### src/rtl/wb_pkg.sv
// Shared types and constants for the writeback arbiter.
package wb_pkg;

    localparam int WB_XLEN    = 64;
    localparam int NUM_WB_SRC = 3;

    localparam int SRC_ALU = 0;
    localparam int SRC_MDU = 1;
    localparam int SRC_FPU = 2;

    localparam logic REG_INT   = 1'b0;
    localparam logic REG_FLOAT = 1'b1;

    typedef struct packed {
        logic [4:0]  rd;
        logic        reg_type;
        logic [63:0] data;
    } wb_req_t;

    // Integer x0 is hardwired to zero, so writes to it are dropped.
    function automatic logic is_x0(input wb_req_t req);
        return (req.reg_type == REG_INT) && (req.rd == 5'd0);
    endfunction

endpackage

### src/rtl/wb_fifo.sv
// Small synchronous FIFO of writeback requests; full/empty come from registered pointers only.
module wb_fifo
    import wb_pkg::*;
#(
    parameter int DEPTH = 2
) (
    input  logic    clk,
    input  logic    reset,
    input  logic    push,
    input  wb_req_t push_data,
    input  logic    pop,
    output wb_req_t head,
    output logic    full,
    output logic    empty
);

    localparam int AW = $clog2(DEPTH);

    logic [AW:0] wr_ptr;
    logic [AW:0] rd_ptr;
    wb_req_t     mem [DEPTH];

    // NOTE: state registers use non-blocking assignments so every flop samples pre-edge values.
    always_ff @(posedge clk) begin
        if (reset) begin
            wr_ptr <= '0;
            rd_ptr <= '0;
        end else begin
            if (push && !full)
                wr_ptr <= wr_ptr + (AW + 1)'(1);
            if (pop && !empty)
                rd_ptr <= rd_ptr + (AW + 1)'(1);
        end
    end

    // NOTE: storage is not reset; the pointers alone decide which entries are valid.
    always_ff @(posedge clk) begin
        if (push && !full)
            mem[wr_ptr[AW-1:0]] <= push_data;
    end

    assign head  = mem[rd_ptr[AW-1:0]];
    assign empty = (wr_ptr == rd_ptr);
    assign full  = (wr_ptr[AW] != rd_ptr[AW]) && (wr_ptr[AW-1:0] == rd_ptr[AW-1:0]);

endmodule

### src/rtl/wb_arbiter.sv
// Writeback arbiter: per-source FIFOs, round-robin grant, registered register-file write port.
// Optional operand forwarding from the output register is enabled by defining WB_BYPASS_EN.
module wb_arbiter
    import wb_pkg::*;
#(
    parameter int NUM_SRC    = NUM_WB_SRC,
    parameter int FIFO_DEPTH = 2,
    parameter int XLEN       = WB_XLEN
) (
    input  logic                          clk,
    input  logic                          reset,
    input  logic [NUM_SRC-1:0]            src_valid,
    output logic [NUM_SRC-1:0]            src_ready,
    input  logic [NUM_SRC-1:0][4:0]       src_rd,
    input  logic [NUM_SRC-1:0]            src_reg_type,
    input  logic [NUM_SRC-1:0][XLEN-1:0]  src_data,
    output logic [4:0]                    rd_wb,
    output logic                          reg_type_wb,
    output logic [XLEN-1:0]               op_wb,
    output logic                          we_rd_wb,
`ifdef WB_BYPASS_EN
    input  logic [4:0]                    rs1_dec,
    input  logic [4:0]                    rs2_dec,
    input  logic [4:0]                    rs3_dec,
    input  logic                          reg_type_dec,
    input  logic [XLEN-1:0]               op1_rf,
    input  logic [XLEN-1:0]               op2_rf,
    input  logic [XLEN-1:0]               op3_rf,
    output logic [XLEN-1:0]               op1_fwd,
    output logic [XLEN-1:0]               op2_fwd,
    output logic [XLEN-1:0]               op3_fwd,
`endif
    output logic [NUM_SRC-1:0]            pending
);

    localparam int PW = (NUM_SRC > 1) ? $clog2(NUM_SRC) : 1;

    wb_req_t              push_req [NUM_SRC];
    wb_req_t              head     [NUM_SRC];
    logic [NUM_SRC-1:0]   push;
    logic [NUM_SRC-1:0]   pop;
    logic [NUM_SRC-1:0]   full;
    logic [NUM_SRC-1:0]   empty;

    logic [PW-1:0]        rr_ptr;
    logic [PW-1:0]        grant_idx;
    logic                 grant_valid;
    wb_req_t              granted;

    for (genvar s = 0; s < NUM_SRC; s++) begin : g_src
        assign push_req[s] = '{rd:       src_rd[s],
                               reg_type: src_reg_type[s],
                               data:     WB_XLEN'(src_data[s])};
        assign push[s]     = src_valid[s] && !full[s];

        wb_fifo #(
            .DEPTH (FIFO_DEPTH)
        ) u_fifo (
            .clk       (clk),
            .reset     (reset),
            .push      (push[s]),
            .push_data (push_req[s]),
            .pop       (pop[s]),
            .head      (head[s]),
            .full      (full[s]),
            .empty     (empty[s])
        );
    end

    assign src_ready = ~full;
    assign pending   = ~empty;

    // Scan sources starting at the round-robin pointer, wrapping once.
    always_comb begin
        int            cand;
        logic [PW-1:0] cidx;
        // NOTE: every combinational output gets a default first so no path leaves it unassigned (no latch).
        grant_valid = 1'b0;
        grant_idx   = '0;
        cand        = 0;
        cidx        = '0;
        for (int i = 0; i < NUM_SRC; i++) begin
            cand = int'(rr_ptr) + i;
            if (cand >= NUM_SRC)
                cand = cand - NUM_SRC;
            cidx = PW'(cand);
            if (!grant_valid && !empty[cidx]) begin
                grant_valid = 1'b1;
                grant_idx   = cidx;
            end
        end
    end

    always_comb begin
        pop = '0;
        if (grant_valid)
            pop[grant_idx] = 1'b1;
    end

    assign granted = head[grant_idx];

    always_ff @(posedge clk) begin
        if (reset) begin
            rr_ptr      <= '0;
            rd_wb       <= '0;
            reg_type_wb <= 1'b0;
            op_wb       <= '0;
            we_rd_wb    <= 1'b0;
        end else if (grant_valid) begin
            rr_ptr      <= (grant_idx == PW'(NUM_SRC - 1)) ? '0 : grant_idx + PW'(1);
            rd_wb       <= granted.rd;
            reg_type_wb <= granted.reg_type;
            op_wb       <= XLEN'(granted.data);
            we_rd_wb    <= !is_x0(granted);
        end else begin
            we_rd_wb    <= 1'b0;
        end
    end

`ifdef WB_BYPASS_EN
    // Forward the value being written this cycle to decode operands that read the same register.
    logic wb_hit_type;

    assign wb_hit_type = we_rd_wb && (reg_type_wb == reg_type_dec);
    assign op1_fwd     = (wb_hit_type && (rd_wb == rs1_dec)) ? op_wb : op1_rf;
    assign op2_fwd     = (wb_hit_type && (rd_wb == rs2_dec)) ? op_wb : op2_rf;
    assign op3_fwd     = (wb_hit_type && (rd_wb == rs3_dec)) ? op_wb : op3_rf;
`endif

endmodule
### config.mk
export PLATFORM = sky130hd
export DESIGN_NAME = wb_arbiter
export DESIGN_NICKNAME = d
export VERILOG_FILES = /design/src/rtl/wb_pkg.sv /design/src/rtl/wb_fifo.sv /design/src/rtl/wb_arbiter.sv
export SDC_FILE = /design/constraint.sdc
export NUM_CORES = 1
export LEC_CHECK = 0
export ABC_AREA = 1
export CELL_PAD_IN_SITES_DETAIL_PLACEMENT = 2
export CELL_PAD_IN_SITES_GLOBAL_PLACEMENT = 2
export CORE_MARGIN = 2
export CORE_UTILIZATION = 44
export CTS_BUF_LIST = sky130_fd_sc_hd__clkbuf_2 sky130_fd_sc_hd__clkbuf_4 sky130_fd_sc_hd__clkbuf_8
export DETAILED_ROUTE_END_ITERATION = 10
export GPL_ROUTABILITY_DRIVEN = 0
export PLACE_DENSITY = 0.92
export SYNTH_ARGS = -nofsm -noshare
export SYNTH_HDL_FRONTEND = slang
export SYNTH_HIERARCHICAL = 1
export SYNTH_SLANG_ARGS = --single-unit
### constraint.sdc
create_clock -name clk -period 6.4 [get_ports clk]
set_input_delay 0.64 -clock clk [delete_from_list [all_inputs] [get_ports clk]]
set_output_delay 0.64 -clock clk [all_outputs]
set_load 0.01 [all_outputs]
Word level (Yosys, flattened, before mapping)
Memory sizes are Yosys's and may differ from the RTL's. A register that Yosys moved wholly into a read port is not among the register bits.
Cells that the tools add are included.
{"block": "totals", "reg_bits": 85, "ramBits": 420, "input_bits": 215, "output_inout_bits": 77, "word_cells": 112, "n_memories": 3}
{"memory": "g_src[0].u_fifo.mem", "words": 2, "word_bits": 70, "read_ports": 1, "rd_ports_with_merged_regs": 1, "write_ports": 1, "line": "wb_fifo.sv:21", "rtl": "wb_req_t mem [DEPTH];"}
{"memory": "g_src[1].u_fifo.mem", "words": 2, "word_bits": 70, "read_ports": 1, "rd_ports_with_merged_regs": 1, "write_ports": 1, "line": "wb_fifo.sv:21"}
{"memory": "g_src[2].u_fifo.mem", "words": 2, "word_bits": 70, "read_ports": 1, "rd_ports_with_merged_regs": 1, "write_ports": 1, "line": "wb_fifo.sv:21"}
{"block": "op_classes", "addsub": 12, "magnitude_cmp": 9, "eq_ne": 10, "mux": 34, "bitwise": 5, "reduce_logical": 28}
{"operator": "70-bit binary-select mux with 2-bit select", "n": 1}
{"operator": "70-bit two-way mux", "n": 2}
{"operator": "1-bit two-way mux", "n": 19}
{"operator": "1-bit logical AND", "n": 16}
{"operator": "2-bit by 1-bit adder with 2-bit output, second input constant", "n": 7}
{"operator": "2-bit two-way mux", "n": 7}
{"operator": "2-bit by 3-bit < comparator with 1-bit output, second input constant", "n": 4}
{"operator": "1-bit logical NOT", "n": 10}
{"operator": "1-bit binary-select mux with 2-bit select", "n": 3}
{"operator": "2-bit == test", "n": 3}
{"operator": "3-bit by 2-bit >= comparator with 1-bit output, second input constant", "n": 2}
{"operator": "3-bit NOT", "n": 2}
{"operator": "2-bit subtractor, second input constant", "n": 3}
{"operator": "5-bit logical NOT", "n": 1}
{"operator": "2-bit by 1-bit adder with 3-bit output, second input constant", "n": 1}
{"operator": "2-bit by 2-bit adder with 3-bit output, second input constant", "n": 1}
{"operator": "1-bit == test", "n": 3}
{"operator": "3-bit >= comparator, second input constant", "n": 1}
{"operator": "3-bit two-way mux", "n": 1}
{"operator": "1-bit != test", "n": 3}
{"operator": "2-bit NOT with 3-bit output", "n": 1}
{"operator": "1-bit demux with 2-bit select", "n": 1}
{"operator": "2-bit == test, second input constant", "n": 1}
{"operator": "2-bit by 1-bit >= comparator with 1-bit output, second input constant", "n": 1}
{"operator": "3 further kinds", "n": 4}

Logic depth before layout (Yosys ltp)
{"block": "logic_depth", "ltp_word": 19, "mapped_depth": 22}

Modules after synthesis
Netlist, hierarchy kept.
{"module": "wb_fifo", "n_inst": 3, "cells_per_inst": 265, "area_per_inst_um2": 5676.7, "seq_area_each_um2": 4304.1}
{"module": "wb_arbiter", "n_inst": 1, "cells_per_inst": 590, "area_per_inst_um2": 4420.5, "seq_area_each_um2": 1461.4}

Worst setup path before layout
OpenSTA, ideal clock, no wires.
{"block": "synth_timing", "path_kind": "register to register", "start": "reg g_src[0].u_fifo.wr_ptr[0]", "end": "mem g_src[0].u_fifo/mem[0][0] (netlist bit), enable pin", "t_arrival_ns": 3.845, "required_time_ns": 5.901, "slack_ns": 2.055, "stages_incl_launch_ff": 9, "n_path_buf": 0, "synth_period_minus_slack_ns": 4.345, "cell_sequence": "dfxtp_1 > inv_1 > nand2_1 > nand2_1 > nand2_2 > inv_1 > nor2_1 > nand2_1 > nor2_1"}
{"block": "synth_via", "elab_chain_len": 7}
{"element": "start, declared", "line": "wb_fifo.sv:19", "rtl": "logic [AW:0] wr_ptr;"}
{"element": "start signal, assigned", "line": "wb_fifo.sv:30", "rtl": "wr_ptr <= wr_ptr + (AW + 1)'(1);"}
{"element": "1-bit == test", "line": "wb_fifo.sv:44", "rtl": "assign full = (wr_ptr[AW] != rd_ptr[AW]) && (wr_ptr[AW-1:0] == rd_ptr[AW-1:0]);"}
{"element": "1-bit logical AND", "line": "wb_fifo.sv:44"}
{"element": "net full[0]", "line": "wb_arbiter.sv:42", "rtl": "logic [NUM_SRC-1:0] full;"}
{"element": "1-bit logical NOT", "line": "wb_arbiter.sv:54", "rtl": "assign push[s] = src_valid[s] && !full[s];"}
{"element": "1-bit logical AND", "line": "wb_arbiter.sv:54"}
{"element": "net push[0]", "line": "wb_arbiter.sv:40", "rtl": "logic [NUM_SRC-1:0] push;"}
{"element": "1-bit logical AND", "line": "wb_fifo.sv:38", "rtl": "if (push && !full)"}
{"element": "1-bit two-way mux", "line": "wb_fifo.sv:38"}
{"element": "1-bit two-way mux (not written as such)", "line": "wb_fifo.sv:39", "rtl": "mem[wr_ptr[AW-1:0]] <= push_data;"}
{"element": "end, declared", "line": "wb_fifo.sv:21"}
The timed path passes the listed nets, and every way through them passes these cells.

Final worst setup path
{"block": "layout_timing", "start": "reg g_src[1].u_fifo.rd_ptr[1]", "end": "reg op_wb[37]"}
{"block": "layout_via", "elab_chain_len": 13, "word_cells_on_any_way": 22, "classes_between": "1 x eq/ne; 15 x mux; 1 x bitwise; 5 x reduce/logical"}
{"element": "start, declared", "line": "wb_fifo.sv:20", "rtl": "logic [AW:0] rd_ptr;"}
{"element": "start signal, assigned", "line": "wb_fifo.sv:32", "rtl": "rd_ptr <= rd_ptr + (AW + 1)'(1);"}
{"element": "2-bit == test (*)", "line": "wb_fifo.sv:43", "rtl": "assign empty = (wr_ptr == rd_ptr);"}
{"element": "net empty[1]", "line": "wb_arbiter.sv:43", "rtl": "logic [NUM_SRC-1:0] empty;"}
{"element": "1-bit binary-select mux with 2-bit select", "line": "wb_arbiter.sv:87", "rtl": "if (!grant_valid && !empty[cidx]) begin"}
{"element": "1-bit two-way mux (not written as such)", "line": "wb_arbiter.sv:87"}
{"element": "1-bit logical NOT", "line": "wb_arbiter.sv:87"}
{"element": "1-bit logical AND", "line": "wb_arbiter.sv:87"}
{"element": "1-bit two-way mux", "line": "wb_arbiter.sv:87"}
{"element": "1-bit logical NOT", "line": "wb_arbiter.sv:87"}
{"element": "1-bit logical AND", "line": "wb_arbiter.sv:87"}
{"element": "2-bit two-way mux", "line": "wb_arbiter.sv:87"}
{"element": "2-bit NOT with 3-bit output (not written as such)", "line": "wb_arbiter.sv:100", "rtl": "assign granted = head[grant_idx];"}
{"element": "70-bit binary-select mux with 2-bit select", "line": "wb_arbiter.sv:100"}
{"element": "70-bit two-way mux (not written as such) (2 in series)", "line": "wb_arbiter.sv:100"}
{"element": "end signal, assigned", "line": "wb_arbiter.sv:113", "rtl": "op_wb <= XLEN'(granted.data);"}
{"element": "end, declared", "line": "wb_arbiter.sv:19", "rtl": "output logic [XLEN-1:0] op_wb,"}
The timed path passes the listed nets; every way through them passes the cells marked *. The select of a mux whose other input is x is not followed.
A chain may end at the register's enable or synchronous reset.

==> results.json <==
{
  "status": "completed",
  "root_buffer": "clkbuf_8",
  "p_int_uw": 7950,
  "synthMuxAreaShare_pct": 14.7,
  "postCtsSetupRepairBufs": 0,
  "slowest_delay_ps": 1200,
  "grt_overflow": 0,
  "core-area_sq_mm": 0.0479,
  "grt_use_met2_pct": 49.1,
  "numCtsBuffers": 85,
  "period_share_pct": 65.1,
  "met1_usage_pct": 30.7,
  "grt_usage_pct": 26.7,
  "cap_violations": 0,
  "netlist_instances": 1385,
  "cts-hold-fix-buffers": 0,
  "grt_pass1_vias": 15000,
  "crit_arrival_ps": 4730,
  "synth-compound-area-share_pct": 5.93,
  "drtIter0Drc": 710,
  "ant_nets": 0,
  "synth_top_family_by_area": "multiplexers",
  "cp_max_fo": 76,
  "ys_async_sr_fraction_pct": 0,
  "vias": 13100,
  "htree_levels": 3,
  "p_clk_share_pct": 24.1,
  "tritoncts": "yes",
  "synth_commonest_cells": "420 x edfxtp_1, 232 x nand2_1, 210 x mux2_4",
  "cts_max_path_buffers": 3,
  "combPwrFrac_pct": 39.4,
  "dieArea_sq_mm": 0.0505,
  "die_h_microns": 225,
  "cp-start-kind": "flip-flop",
  "crit_top_cell": "nand2_1",
  "whs_path_depth": 2,
  "crit_required_ps": 6960,
  "cts_sinks": 508,
  "power_density_mw_per_mm2": 491,
  "hold_end": "rr_ptr[0]",
  "tns_ps": 0,
  "yosys-top-cells-area": "edfxtp_1 59%, mux2_4 15%, dfxtp_1 8.2%",
  "cp-end-kind": "flip-flop",
  "fin_nets": 1916,
  "hold_viol_final": 0,
  "rows": 80,
  "dp.cells": 2225,
  "vias_per_cell": 5.47,
  "rsz0062_at_grt": "no",
  "r2r_cells": 14,
  "path_class": "flip-flop to flip-flop",
  "grt_max_degree": 91,
  "clk_pin_slew_ps": 70,
  "synth_top_area_cell": "edfxtp_1",
  "drc": 0,
  "die_width_microns": 225,
  "synth-xor-area-share_pct": 0,
  "slew_viol_final": 0,
  "yosysMostFrequentCell": "edfxtp_1",
  "synth_ff_type": "edfxtp_1",
  "power_uw": 12900,
  "worstPathCellList": "inv_1 -> nand2_1 -> nand2_1 -> nand2_2 -> inv_1 -> nand2_1 -> nand2_1 -> a21oi_1 -> nand3_1 -> nand3_2 -> nand2_4 -> nor2_8 -> nand2_1 -> a41oi_1",
  "synth-seq-cells": 508,
  "first_pass_iters": 5,
  "synth-simple-area-share_pct": 7.52,
  "fin_util_pct": 54.9,
  "grt_pass1_wl_microns": 98800,
  "synth_nets": 1604,
  "synth_cell_types": 26,
  "finalSetupViolCount": 0,
  "post-dp-hpwl_microns": 40900,
  "synth_seq_area_share_pct": 67.0,
  "synth_edf_count": 420,
  "cp_slowest_cell": "nor2_8",
  "routed_wl_microns": 67100,
  "synthAdderAreaFrac_pct": 0.233,
  "worstMarginPinSlew_ps": 1280,
  "grt_use_met3_pct": 5.36,
  "p_leak_uw": 0.00956,
  "clk_latency_ps": 670,
  "holdWs_ps": 512,
  "hold_class": "flip-flop to flip-flop",
  "rrSetupSlack_ps": 2230,
  "timing.rr.end": "op_wb[37]",
  "max_freq_ghz": 0.240,
  "fin_cells": 2389,
  "max-slew-margin-rel_pct": 14.7,
  "swShare_pct": 38.5,
  "seqPwrFrac_pct": 36.5,
  "p_switching_uw": 4970,
  "area_growth_pct": 22.8,
  "cts_resized": 0,
  "start_util_pct": 44.7,
  "wire_per_inst_microns": 28.1,
  "netlist.area_leader.share_pct": 58.8,
  "fin_crit_ps": 4170,
  "worstHoldStart": "rr_ptr[0]",
  "portBuffers": 291,
  "synth.avg_cell_area_sq_um": 15.5,
  "syn_area_sq_mm": 0.0215,
  "finClkSkew_ps": 21.6,
  "r2r_start": "g_src[1].u_fifo/rd_ptr[1]",
  "yosys_warnings": 6,
  "num_io_pins": 292,
  "busiest_layer": "met2",
  "vdd_drop_max_v": 0.000406,
  "antenna_found_initial": 10,
  "drive_gt1_share_pct": 25.4
}
power by group through the flow:
stage          Combinational, uW  Sequential, uW  Clock, uW
2_1_floorplan               3730            4550          0
3_3_place_gp                4670            4710          0
3_5_place_dp                5030            4780          0
4_1_cts                     5140            4730       3190
5_1_grt                     5470            4770       3310
6_report                    5090            4720       3120
worst max-delay path, delay by kind of cell (launching register included):
| kind | cells | cell delay [ps] |
|---|---|---|
| buf+inv | 2 | 210 |
| simple gates | 10 | 2760 |
| compound gates | 2 | 560 |
| flops | 1 | 430 |
cell families (layout without fill, tap and decap cells):
| family | Yosys count | after routing |
|---|---|---|
| flip-flops | 508 | 508 |
| AND/OR/NAND/NOR | 377 | 377 |
| multiplexers | 210 | 210 |
| AO/OA/AOI/OAI | 151 | 151 |
| buffers and inverters | 135 | 519 |
| adder cells (fa/ha/maj) | 4 | 4 |
| other | 0 | 5 |
final cells by class:
type	instances	area (sq um)
antenna	5	12.5
clock buffer	143	1740
clock inverter	16	113
fill	4256	21600
inverter	60	238
multi-input combinational	742	6110
sequential	508	14400
tap	615	769
timing repair buffer	300	2980
layer usage:
metal	share of wire, %	wire length, microns
met2	53	35900
met5	0.10	68
met1	39	26200
met3	4.4	2930
met4	3.0	2010
per-stage QoR:
step           setup WS [ps]  instance area (sq um)
2_1_floorplan           2060                  21500
3_3_place_gp            2810                  24500
3_5_place_dp            2390                  24500
4_1_cts                 2270                  26300
5_1_grt                 1980                  26300
6_report                2230                  26300
how the worst max path moves through the flow:
stage                                   start                        end  cells past startpoint
finish              g_src[1].u_fifo/rd_ptr[1]                  op_wb[37]                     14
detailed placement  g_src[1].u_fifo/rd_ptr[1]                   we_rd_wb                     18
CTS                 g_src[1].u_fifo/rd_ptr[1]                  op_wb[37]                     16
floorplan           g_src[0].u_fifo/wr_ptr[0]  g_src[0].u_fifo/mem[0][0]                      8
global route        g_src[1].u_fifo/wr_ptr[0]                   we_rd_wb                     18
global placement    g_src[2].u_fifo/wr_ptr[0]                   we_rd_wb                     18
state kept, by name (all words and copies together), names as in the netlist, named ones only:
name and count:
g_src.u_fifo/wr_ptr 6, g_src.u_fifo/mem 420, g_src.u_fifo/rd_ptr 6, we_rd_wb 1
rr_ptr 2, op_wb 64, reg_type_wb 1, rd_wb 5
cell usage in the layout, fill, tap and decap left out, types with 16 or more instances in the layout:
| cell | netlist | final |
|---|---|---|
| a41oi_1 | 26 | 26 |
| edfxtp_1 | 420 | 420 |
| nand2_1 | 232 | 232 |
| mux2_4 | 210 | 210 |
| clkdlybuf4s50_1 | 0 | 291 |
| nor2_1 | 42 | 39 |
| inv_1 | 53 | 49 |
| nand3_1 | 83 | 83 |
| o21ai_0 | 71 | 71 |
| clkbuf_8 | 0 | 106 |
| clkbuf_4 | 0 | 37 |
| a21oi_1 | 16 | 16 |
| a41oi_2 | 37 | 37 |
| dfxtp_1 | 88 | 85 |
Power figures use the tool's default switching activity.
